<file path="src/rtl/decode_stage.sv">
// decode_stage: buffered RV32I decode stage between fetch and execute.
//
// Fetched words enter a circular instruction buffer over a valid/ready
// handshake. The buffer head is decoded combinationally and captured in an
// output register that stalls while execute holds off (id_valid && !ex_ready).
//
// Ports
//   clk, rst             clock; asynchronous active-high reset
//   if_valid/if_ready    fetch handshake; if_inst, if_pc carried with it
//   flush                drop all buffered work and the output register
//   ex_ready             execute takes id_* this cycle
//   id_valid, id_pc, id_inst   decoded instruction and its origin
//   rs1/rs2/rd, alu_ctrl, branch, ls_type, sext_type, wb_ctrl,
//   jump, jump_type, alu_src1, alu_src2, we_reg, we_mem   control fields
//   md_en, md_op         multiply/divide decode
//   illegal              decoded word is not a legal instruction
//   ibuf_count           occupied buffer entries
//
// Build option: define M_EXT_EN to decode RV32M (funct7 0000001 on OP).
// Without it those words are reported illegal and md_en/md_op stay 0.
module decode_stage #(
    parameter int IBUF_DEPTH = 4,
    parameter int PC_W       = 32
) (
    input  logic                          clk,
    input  logic                          rst,
    input  logic                          if_valid,
    output logic                          if_ready,
    input  logic [31:0]                   if_inst,
    input  logic [PC_W-1:0]               if_pc,
    input  logic                          flush,
    input  logic                          ex_ready,
    output logic                          id_valid,
    output logic [PC_W-1:0]               id_pc,
    output logic [31:0]                   id_inst,
    output logic [4:0]                    rs1,
    output logic [4:0]                    rs2,
    output logic [4:0]                    rd,
    output logic [3:0]                    alu_ctrl,
    output logic [2:0]                    branch,
    output logic [3:0]                    ls_type,
    output logic [2:0]                    sext_type,
    output logic [1:0]                    wb_ctrl,
    output logic                          jump,
    output logic                          jump_type,
    output logic                          alu_src1,
    output logic                          alu_src2,
    output logic                          we_reg,
    output logic                          we_mem,
    output logic                          md_en,
    output logic [2:0]                    md_op,
    output logic                          illegal,
    output logic [$clog2(IBUF_DEPTH):0]   ibuf_count
);
    localparam int AW = $clog2(IBUF_DEPTH);
    localparam int CW = AW + 1;

    localparam logic [3:0] ALU_ADD = 4'b0000, ALU_SUB = 4'b0001, ALU_AND = 4'b0010,
                           ALU_OR  = 4'b0011, ALU_XOR = 4'b0100, ALU_SLL = 4'b0101,
                           ALU_SLT = 4'b0110, ALU_SLTU = 4'b0111, ALU_SRL = 4'b1000,
                           ALU_SRA = 4'b1001, ALU_NOP = 4'b1110;
    localparam logic [2:0] BR_NT = 3'b010;
    localparam logic [3:0] LS_NONE = 4'b1111;
    localparam logic [2:0] SX_I = 3'b000, SX_B = 3'b001, SX_J = 3'b010,
                           SX_U = 3'b011, SX_S = 3'b110;
    localparam logic [1:0] WB_ALU = 2'b00, WB_LOAD = 2'b01, WB_PC4 = 2'b11;

    typedef struct packed {
        logic [4:0] rs1, rs2, rd;
        logic [3:0] alu_ctrl;
        logic [2:0] branch;
        logic [3:0] ls_type;
        logic [2:0] sext_type;
        logic [1:0] wb_ctrl;
        logic       jump, jump_type, alu_src1, alu_src2, we_reg, we_mem, md_en;
        logic [2:0] md_op;
        logic       illegal;
    } dec_t;

    // Bubble / killed-instruction encoding; also the reset value.
    function automatic dec_t dec_nop();
        dec_t d;
        d          = '0;
        d.alu_ctrl = ALU_NOP;
        d.branch   = BR_NT;
        d.ls_type  = LS_NONE;
        return d;
    endfunction

    // alt selects SUB/SRA; only meaningful for funct3 000 and 101.
    function automatic logic [3:0] alu_of(input logic [2:0] f3, input logic alt);
        case (f3)
            3'b000:  return alt ? ALU_SUB : ALU_ADD;
            3'b001:  return ALU_SLL;
            3'b010:  return ALU_SLT;
            3'b011:  return ALU_SLTU;
            3'b100:  return ALU_XOR;
            3'b101:  return alt ? ALU_SRA : ALU_SRL;
            3'b110:  return ALU_OR;
            default: return ALU_AND;
        endcase
    endfunction

    // ---------------- instruction buffer ----------------
    logic [31:0]     mem_inst [IBUF_DEPTH];
    logic [PC_W-1:0] mem_pc   [IBUF_DEPTH];
    logic [AW-1:0]   wr_ptr, rd_ptr;
    logic            push, pop;

    assign if_ready = ibuf_count < CW'(IBUF_DEPTH);
    assign push     = if_valid && if_ready && !flush;
    assign pop      = (ibuf_count != '0) && (!id_valid || ex_ready) && !flush;

    always_ff @(posedge clk) begin
        if (push) begin
            mem_inst[wr_ptr] <= if_inst;
            mem_pc[wr_ptr]   <= if_pc;
        end
    end

    // ---------------- decode of buffer head ----------------
    logic [31:0] hd;
    logic [6:0]  opc, f7;
    logic [2:0]  f3;
    logic        ill;
    dec_t        d, dec;

    assign hd  = mem_inst[rd_ptr];
    assign opc = hd[6:0];
    assign f3  = hd[14:12];
    assign f7  = hd[31:25];

    always_comb begin
        d   = dec_nop();
        ill = 1'b0;
        case (opc)
            7'b0110011: begin // OP
                d.rs1 = hd[19:15];
                d.rs2 = hd[24:20];
                d.rd  = hd[11:7];
                if (f7 == 7'b0000001) begin
`ifdef M_EXT_EN
                    d.md_en  = 1'b1;
                    d.md_op  = f3;
                    d.we_reg = 1'b1;
`else
                    ill = 1'b1;
`endif
                end else if (f7 == 7'b0000000 ||
                             (f7 == 7'b0100000 && (f3 == 3'b000 || f3 == 3'b101))) begin
                    d.alu_ctrl = alu_of(f3, f7[5]);
                    d.we_reg   = 1'b1;
                end else begin
                    ill = 1'b1;
                end
            end
            7'b0010011: begin // OP-IMM; bit 30 is immediate except on shifts
                d.rs1      = hd[19:15];
                d.rd       = hd[11:7];
                d.alu_src2 = 1'b1;
                d.we_reg   = 1'b1;
                d.alu_ctrl = alu_of(f3, (f3 == 3'b101) && f7[5]);
                if (f3 == 3'b001 && f7 != 7'b0000000) ill = 1'b1;
                if (f3 == 3'b101 && f7 != 7'b0000000 && f7 != 7'b0100000) ill = 1'b1;
            end
            7'b0000011: begin // LOAD
                d.rs1      = hd[19:15];
                d.rd       = hd[11:7];
                d.alu_ctrl = ALU_ADD;
                d.alu_src2 = 1'b1;
                d.ls_type  = {f3, 1'b0};
                d.wb_ctrl  = WB_LOAD;
                d.we_reg   = 1'b1;
                if (f3 == 3'b011 || f3 == 3'b110 || f3 == 3'b111) ill = 1'b1;
            end
            7'b0100011: begin // STORE
                d.rs1       = hd[19:15];
                d.rs2       = hd[24:20];
                d.alu_ctrl  = ALU_ADD;
                d.alu_src2  = 1'b1;
                d.sext_type = SX_S;
                d.ls_type   = {f3, 1'b1};
                d.we_mem    = 1'b1;
                if (f3 > 3'b010) ill = 1'b1;
            end
            7'b1100011: begin // BRANCH: compare via subtract
                d.rs1       = hd[19:15];
                d.rs2       = hd[24:20];
                d.alu_ctrl  = ALU_SUB;
                d.branch    = f3;
                d.sext_type = SX_B;
                if (f3 == 3'b010 || f3 == 3'b011) ill = 1'b1;
            end
            7'b1101111: begin // JAL: ALU forms PC + imm, rd gets PC+4
                d.rd        = hd[11:7];
                d.alu_ctrl  = ALU_ADD;
                d.alu_src1  = 1'b1;
                d.alu_src2  = 1'b1;
                d.sext_type = SX_J;
                d.wb_ctrl   = WB_PC4;
                d.jump      = 1'b1;
                d.jump_type = 1'b1;
                d.we_reg    = 1'b1;
            end
            7'b1100111: begin // JALR
                d.rs1       = hd[19:15];
                d.rd        = hd[11:7];
                d.alu_ctrl  = ALU_ADD;
                d.alu_src2  = 1'b1;
                d.sext_type = SX_I;
                d.wb_ctrl   = WB_PC4;
                d.jump      = 1'b1;
                d.we_reg    = 1'b1;
                if (f3 != 3'b000) ill = 1'b1;
            end
            7'b0110111, 7'b0010111: begin // LUI (0 + imm) / AUIPC (PC + imm)
                d.rd        = hd[11:7];
                d.alu_ctrl  = ALU_ADD;
                d.alu_src1  = opc[5] ? 1'b0 : 1'b1;
                d.alu_src2  = 1'b1;
                d.sext_type = SX_U;
                d.we_reg    = 1'b1;
            end
            default: ill = 1'b1;
        endcase

        dec = d;
        if (hd == 32'd0) begin
            dec = dec_nop();
        end else if (ill) begin
            dec         = dec_nop();
            dec.illegal = 1'b1;
        end
        if (dec.rd == 5'd0) dec.we_reg = 1'b0;
    end

    // ---------------- pointers, count, output register ----------------
    dec_t q;

    always_ff @(posedge clk or posedge rst) begin
        if (rst) begin
            wr_ptr     <= '0;
            rd_ptr     <= '0;
            ibuf_count <= '0;
            id_valid   <= 1'b0;
            id_pc      <= '0;
            id_inst    <= '0;
            q          <= dec_nop();
        end else if (flush) begin
            wr_ptr     <= '0;
            rd_ptr     <= '0;
            ibuf_count <= '0;
            id_valid   <= 1'b0;
        end else begin
            if (push) wr_ptr <= wr_ptr + AW'(1);
            if (pop)  rd_ptr <= rd_ptr + AW'(1);
            case ({push, pop})
                2'b10:   ibuf_count <= ibuf_count + CW'(1);
                2'b01:   ibuf_count <= ibuf_count - CW'(1);
                default: ibuf_count <= ibuf_count;
            endcase
            if (pop) begin
                id_valid <= 1'b1;
                id_pc    <= mem_pc[rd_ptr];
                id_inst  <= hd;
                q        <= dec;
            end else if (ex_ready) begin
                id_valid <= 1'b0;
            end
        end
    end

    assign rs1       = q.rs1;
    assign rs2       = q.rs2;
    assign rd        = q.rd;
    assign alu_ctrl  = q.alu_ctrl;
    assign branch    = q.branch;
    assign ls_type   = q.ls_type;
    assign sext_type = q.sext_type;
    assign wb_ctrl   = q.wb_ctrl;
    assign jump      = q.jump;
    assign jump_type = q.jump_type;
    assign alu_src1  = q.alu_src1;
    assign alu_src2  = q.alu_src2;
    assign we_reg    = q.we_reg;
    assign we_mem    = q.we_mem;
    assign md_en     = q.md_en;
    assign md_op     = q.md_op;
    assign illegal   = q.illegal;
endmodule
</file>
<file path="config.mk">
export PLATFORM = sky130hd
export DESIGN_NAME = decode_stage
export DESIGN_NICKNAME = d
export VERILOG_FILES = /design/src/rtl/decode_stage.sv
export SDC_FILE = /design/constraint.sdc
export NUM_CORES = 1
export LEC_CHECK = 0
export ABC_CLOCK_PERIOD_IN_PS = 3600
export CAP_MARGIN = 25
export CELL_PAD_IN_SITES_DETAIL_PLACEMENT = 1
export CELL_PAD_IN_SITES_GLOBAL_PLACEMENT = 2
export CORE_MARGIN = 8
export CORE_UTILIZATION = 40
export CTS_CLUSTER_DIAMETER = 50
export DETAILED_ROUTE_END_ITERATION = 6
export GPL_TIMING_DRIVEN = 0
export HOLD_SLACK_MARGIN = 0.08
export PLACE_DENSITY_LB_ADDON = 0.1
export SYNTH_ARGS = -nofsm -noshare
export SYNTH_HDL_FRONTEND = slang
export SYNTH_SLANG_ARGS = --single-unit
</file>
<file path="constraint.sdc">
create_clock -name clk -period 3.6 [get_ports clk]
set_input_delay 0.36 -clock clk [delete_from_list [all_inputs] [get_ports clk]]
set_output_delay 0.36 -clock clk [all_outputs]
set_load 0.01 [all_outputs]
</file>
==> flow_summary.yaml, run 1 <==
floorplanning:
  die_y_um: 203
  start_util_pct: 40.5
  dieWidth_um: 203
  core_um2: 34500
  io-pin-count: 180
  num_rows: 68
  die-area_um2: 41200
power:
  p_per_area_nw_per_um2: 756
  p_leak_nw: 6.58
  peakVddDrop_mv: 0.499
clock_network:
  insertion_delay_ns: 0.53
  clockBufferDepth: 3
  cts_setup_buffers: 0
  clock-sinks: 366
  root_buffer: "clkbuf_16"
  cts_tree: "done"
  htreeDepth: 2
  clk_pin_slew_ns: 0.06
  cts_buffers: 44
  hold_buffers: 0
critical_path:
  r2r-start: "ibuf_count[0]"
  cp.arrival_ns: 3.71
  cp-endpoint: "ibuf_count[2]"
  rrSetupSlack_ns: 0.33
  criticalPathCategory: "reg -> reg"
  endpoint_kind: "register"
  worstPathRequired_ns: 4.05
  r2r_end: "ibuf_count[2]"
  startpoint: "ibuf_count[0]"
  critPathMaxFanout: 10
  start_kind: "register"
  ff2ff_path_depth: 10
route:
  drtIter0Drc: 383
  wirelength_um: 35000
  antenna_left: 0
  via_per_inst: 5.08
  drc: 0
  wl_per_cell_um: 22.4
  drtPass1Iterations: 4
  vias: 7952
global_route:
  grt_max_degree: 76
  grt_util_all_layers_pct: 17.2
  grt_overflow: 0
  first_global_vias: 8877
  antenna_found_initial: 1
  grt_pass1_wl_um: 54400
sta:
  min_period_ns: 3.27
  layout_setup_ws_ns: 0.331
  fin_crit_sh_pct: 90.8
  worst_pin_slew_ns: 0.949
  fmax_mhz: 306
  finClkSkew_ns: 0.0155
  drv_slew: 0
  setup_violations: 0
  maxSlewHeadroom_pct: 36.5
  finalHoldViolCount: 0
  rsz0062_at_grt: "no"
yosys:
  ys_warn_count: 0
  async_flop_share_pct: 30.1
  synth_edf_count: 256
  ys_ff_latch: 366
  synth_flop_cell: "edfxtp_1"
  syn_area_um2: 14000
  ys_seq_area_share_pct: 74.8
  netlist-cell-type-count: 46
  syn-instance-count: 844
  avgSynthCellArea_um2: 16.6
layout:
  drive_gt1_share_pct: 16.1
  utilization_pct: 51.9
  design_area_um2: 17900
  final_common_cell: "edfxtp_1"
  fin_nets: 1146
  mostFrequentLayoutCells: "256 x edfxtp_1, 196 x nand2_1, 175 x clkdlybuf4s50_1"
  largest_registers: "mem_inst: 128 flops, mem_pc: 128 flops"
  final_cells: 1564
  fillCellCount: 3295
  areaGrowthSynthToFinish_pct: 28.0
placement:
  dp_cells: 1483
  portBuffers: 175
  placed_area_um2: 16500
  place_congestion: 0.795
  dp_slack_ns: -0.230
  dp_hpwl_um: 23500
flow_run:
  cap_violations: 0
hold_path:
  min_path_type: "in -> async"
status:
  status: "complete, no violations"
[routing by layer]
layer | routed length [µm] | up-vias | GRT usage (%)
met2 | 17500 | 172 | 29.8
met4 | 696 | 2 | 4.33
met3 | 1790 | 53 | 3.81
met5 | 13 | - | 0
met1 | 14900 | 4098 | 21.7
li1 | - | 3627 | -
[worst min-delay path by stage]
stage | startpoint | end | slack [ns] | cells past startpoint
final | rst | id_inst[16] | 0.22 | 2
after detailed placement | id_pc[28] | id_pc[28] | 0.46 | 2
after floorplan | if_inst[0] | mem_inst[0][0] | 0.46 | 0
after CTS | rst | id_inst[16] | 0.23 | 2
after global routing | rst | id_inst[20] | 0.24 | 2
after global placement | id_pc[10] | id_pc[10] | 0.46 | 2
[cells by family after synthesis]
kind of cell / synth area share, %
compound gates: 3.58
xor+xnor: 0.314
fa+ha+maj: 0.502
buf+inv: 1.92
flops: 74.8
mux: 10.5
other cells: 0.0268
simple gates: 8.40
[Yosys cell counts, types with 4 or more instances]
cell type	instances	area, µm²
clkbuf_1	26	97.6
edfxtp_1	256	7690
mux4_2	64	1440
dfstp_2	8	210
nand2_1	196	736
and2_1	7	43.8
dfrtp_1	102	2550
buf_4	6	45.0
o21ai_0	12	60.1
ha_1	4	50.1
a31oi_1	4	25.0
a22o_1	12	105
nor4_1	9	56.3
nor2b_1	6	37.5
inv_1	9	33.8
a32o_1	17	170
a21oi_1	13	65.1
and3_1	6	37.5
buf_2	10	50.1
nor2_1	32	120
[where the power goes]
group | switching [W] | internal [W] | total, W | leakage [nW]
clock | 0.00173 | 0.00252 | 0.00425 | 0.691
sequential | 0.000315 | 0.00517 | 0.00548 | 3.72
combinational | 0.00210 | 0.00170 | 0.00380 | 2.16
[repair_timing]
| item | 4_1_cts | 5_1_grt |
|---|---|---|
| resized for setup | 2 | 2 |
| endpoints found under the setup margin | 11 | 21 |
| cloned | 0 | 0 |
| hold endpoints to repair | 0 | 0 |
[critical path, cell delays in order (launching register included)]
cell      delay [ns]
dfrtp_1         0.45
o31ai_1         0.44
buf_2           0.27
or2_2           0.13
clkbuf_1        0.42
clkbuf_2        0.44
nor2_1          0.12
fa_1            0.41
nor4_1          0.29
a31oi_1         0.07
a21oi_1         0.15
[area by class of cell]
| class | count | area, µm² | area share, % |
|---|---|---|---|
| inverter | 9 | 38.8 | 0.217 |
| multi-input combinational | 425 | 3280 | 18.3 |
| timing repair buffer | 181 | 1890 | 10.6 |
| antenna | 1 | 2.50 | 0.0140 |
| buffer | 45 | 231 | 1.29 |
| sequential | 366 | 10500 | 58.4 |
| clock inverter | 21 | 176 | 0.986 |
| clock buffer | 61 | 1250 | 6.97 |
| tap | 455 | 569 | 3.18 |
[metrics by stage]
stage | hold slack (ns) | total power (W) | setup TNS, ns
final | 0.218 | 0.0135 | 0
after global routing | 0.243 | 0.0143 | 0
after CTS | 0.231 | 0.0138 | 0
after detailed placement | 0.463 | 0.00947 | -0.480
after global placement | 0.457 | 0.00939 | -545.80
after floorplan | 0.459 | 0.00760 | 0
Note: power is estimated with default switching activity, not from simulation.
==> run 2, diff against run 1 <==
--- a/config.mk
+++ b/config.mk
@@ -9,12 +9,12 @@
 export CAP_MARGIN = 25
 export CELL_PAD_IN_SITES_DETAIL_PLACEMENT = 1
 export CELL_PAD_IN_SITES_GLOBAL_PLACEMENT = 2
-export CORE_MARGIN = 8
+export CORE_MARGIN = 2
 export CORE_UTILIZATION = 40
 export CTS_CLUSTER_DIAMETER = 50
 export DETAILED_ROUTE_END_ITERATION = 6
 export GPL_TIMING_DRIVEN = 0
-export HOLD_SLACK_MARGIN = 0.08
+export HOLD_SLACK_MARGIN = 0.05
 export PLACE_DENSITY_LB_ADDON = 0.1
 export SYNTH_ARGS = -nofsm -noshare
 export SYNTH_HDL_FRONTEND = slang
==> run 2 against run 1 <==
Compared with the run above:
- global-route usage up 1.7 points
- non-clock buffer count unchanged
- worst hold slack better by 0.092 ns
- cell area down 0.29%
- clock-buffer cell count down 5
- fmax down 1.3%
- critical path depth unchanged
- combinational power about the same
==> flow_summary.yaml, run 2 (synthesis results as in run 1) <==
sta:
  setup_violations: 0
  rsz0062_at_grt: "no"
  finClkSkew_ns: 0.0130
  drv_slew: 0
  min_period_ns: 3.31
  finalHoldViolCount: 0
  fin_crit_sh_pct: 92.0
  fmax_mhz: 302
  worst_pin_slew_ns: 0.800
  maxSlewHeadroom_pct: 46.7
critical_path:
  endpoint_kind: "register"
  rrSetupSlack_ns: 0.29
  critical-path-slowest-cell: "dfrtp_1"
  critical_path.cell_chain: "buf_2, mux4_2, nor4_1, nand2_1, a21oi_1, o22ai_1, nor4_2, buf_4, buf_4, a22o_1"
  ff2ff_path_depth: 10
  criticalPathCategory: "reg -> reg"
  startpoint: "rd_ptr[1]"
  critPathMaxFanout: 11
  r2r-start: "rd_ptr[1]"
  r2r_end: "we_reg"
  cp.arrival_ns: 3.77
  worstPathRequired_ns: 4.06
  start_kind: "register"
  critPathMaxStageDelay_ns: 0.67
  crit_top_cell: "buf_4"
  cp-endpoint: "we_reg"
route:
  antenna_left: 0
  drtPass1Iterations: 5
  drtIter0Drc: 384
  wirelength_um: 33400
  vias: 7925
  drc: 0
  wl_per_cell_um: 21.4
  via_per_inst: 5.08
clock_network:
  clock-sinks: 366
  cts_buffers: 42
  insertion_delay_ns: 0.53
  clk_pin_slew_ns: 0.06
  root_buffer: "clkbuf_16"
  htreeDepth: 2
  cts_tree: "done"
  clockBufferDepth: 3
power:
  p_leak_nw: 6.55
  peakVddDrop_mv: 0.407
  finalPower_w: 0.0134
  p_per_area_nw_per_um2: 752
layout:
  multi_input_area_um2: 3280
  fillCellCount: 3294
  design_area_um2: 17800
  final_common_cell: "edfxtp_1"
  drive_gt1_share_pct: 15.7
  fin_nets: 1144
  seq_area_um2: 10500
  largest_registers: "mem_inst: 128 flops, mem_pc: 128 flops"
  mostFrequentLayoutCells: "256 x edfxtp_1, 196 x nand2_1, 175 x clkdlybuf4s50_1"
  areaGrowthSynthToFinish_pct: 27.6
status:
  status: "complete, no violations"
placement:
  dp_hpwl_um: 22300
  portBuffers: 175
  place_congestion: 0.806
  placed_area_um2: 16500
global_route:
  grt_overflow: 0
  antenna_found_initial: 3
  first_global_vias: 8564
  grt_util_all_layers_pct: 18.8
  grt_max_degree: 59
  grt_pass1_wl_um: 51500
floorplanning:
  io-pin-count: 180
  core_um2: 34500
  start_util_pct: 40.5
  die_y_um: 191
  die-area_um2: 36400
  num_rows: 68
  dieWidth_um: 191
hold_path:
  min_path_type: "in -> async"
flow_run:
  cap_violations: 0
[run 2: cell types whose count changed in the layout (fill, tap and decap cells not counted), moves of 2 or more]
cell,change
bufinv_16,+2
clkbuf_8,-3
buf_2,+2
clkbuf_16,-3
clkinvlp_4,-2
[run 2: through the flow]
stage               hold slack (ns)  setup TNS [ns]  cells  utilization, %  setup WS (ns)
detailed placement            0.465          -0.489   1484            47.8         -0.363
CTS                           0.322               0   1560            51.8         0.0775
global route                  0.348               0   1558            51.7         0.0953
global placement              0.457         -517.58   1477            47.3          -1.95
finish                        0.309               0   1560            51.8          0.287
floorplan                     0.459               0    847               -          0.351
[run 2: per-layer routing]
layer / GRT usage [%] / up-vias / part of all wire, %
li1: - / 3634 / -
met1: 25.0 / 4032 / 43
met2: 32.2 / 208 / 50
met3: 3.78 / 49 / 5.3
met4: 4.11 / 2 / 1.6
met5: 0 / - / 0.039
[run 2: where the power goes]
group          total, W  switching [W]  internal (W)
Clock           0.00416        0.00169       0.00246
Sequential      0.00549       0.000326       0.00516
Combinational   0.00377        0.00206       0.00170
[run 2: what timing repair did]
| item | in CTS | in global routing |
|---|---|---|
| endpoints found under the setup margin | 4 | 30 |
| pin swaps | 0 | 0 |
| hold buffers | 0 | 0 |
| gates resized for setup | 2 | 2 |
| setup buffers | 0 | 0 |
[run 2: layout make-up]
| cell class | count | share of cell area [%] |
|---|---|---|
| inverter | 9 | 0.217 |
| timing repair buffer | 182 | 10.7 |
| antenna | 2 | 0.0281 |
| sequential | 366 | 58.6 |
| tap | 455 | 3.19 |
| clock inverter | 21 | 1.28 |
| clock buffer | 56 | 6.36 |
| multi-input combinational | 425 | 18.4 |
| buffer | 44 | 1.26 |
[run 2: worst max-delay path, delay by kind of cell, from the launching register on]
| kind | cells | cell delay [ns] |
|---|---|---|
| AOI/OAI and AO/OA | 3 | 0.50 |
| DFF | 1 | 0.67 |
| and+or+nand+nor | 3 | 0.84 |
| muxes | 1 | 0.38 |
| buffers and inverters | 3 | 0.84 |
[run 2: how the worst min path moves through the flow]
stage                    start        endpoint  depth (start not counted)
floorplan           if_inst[0]  mem_inst[0][0]                          0
global placement     id_pc[11]       id_pc[11]                          2
detailed placement   id_pc[31]       id_pc[31]                          2
CTS                        rst     id_inst[10]                          2
global route               rst     id_inst[16]                          2
finish                     rst          rs1[4]                          2
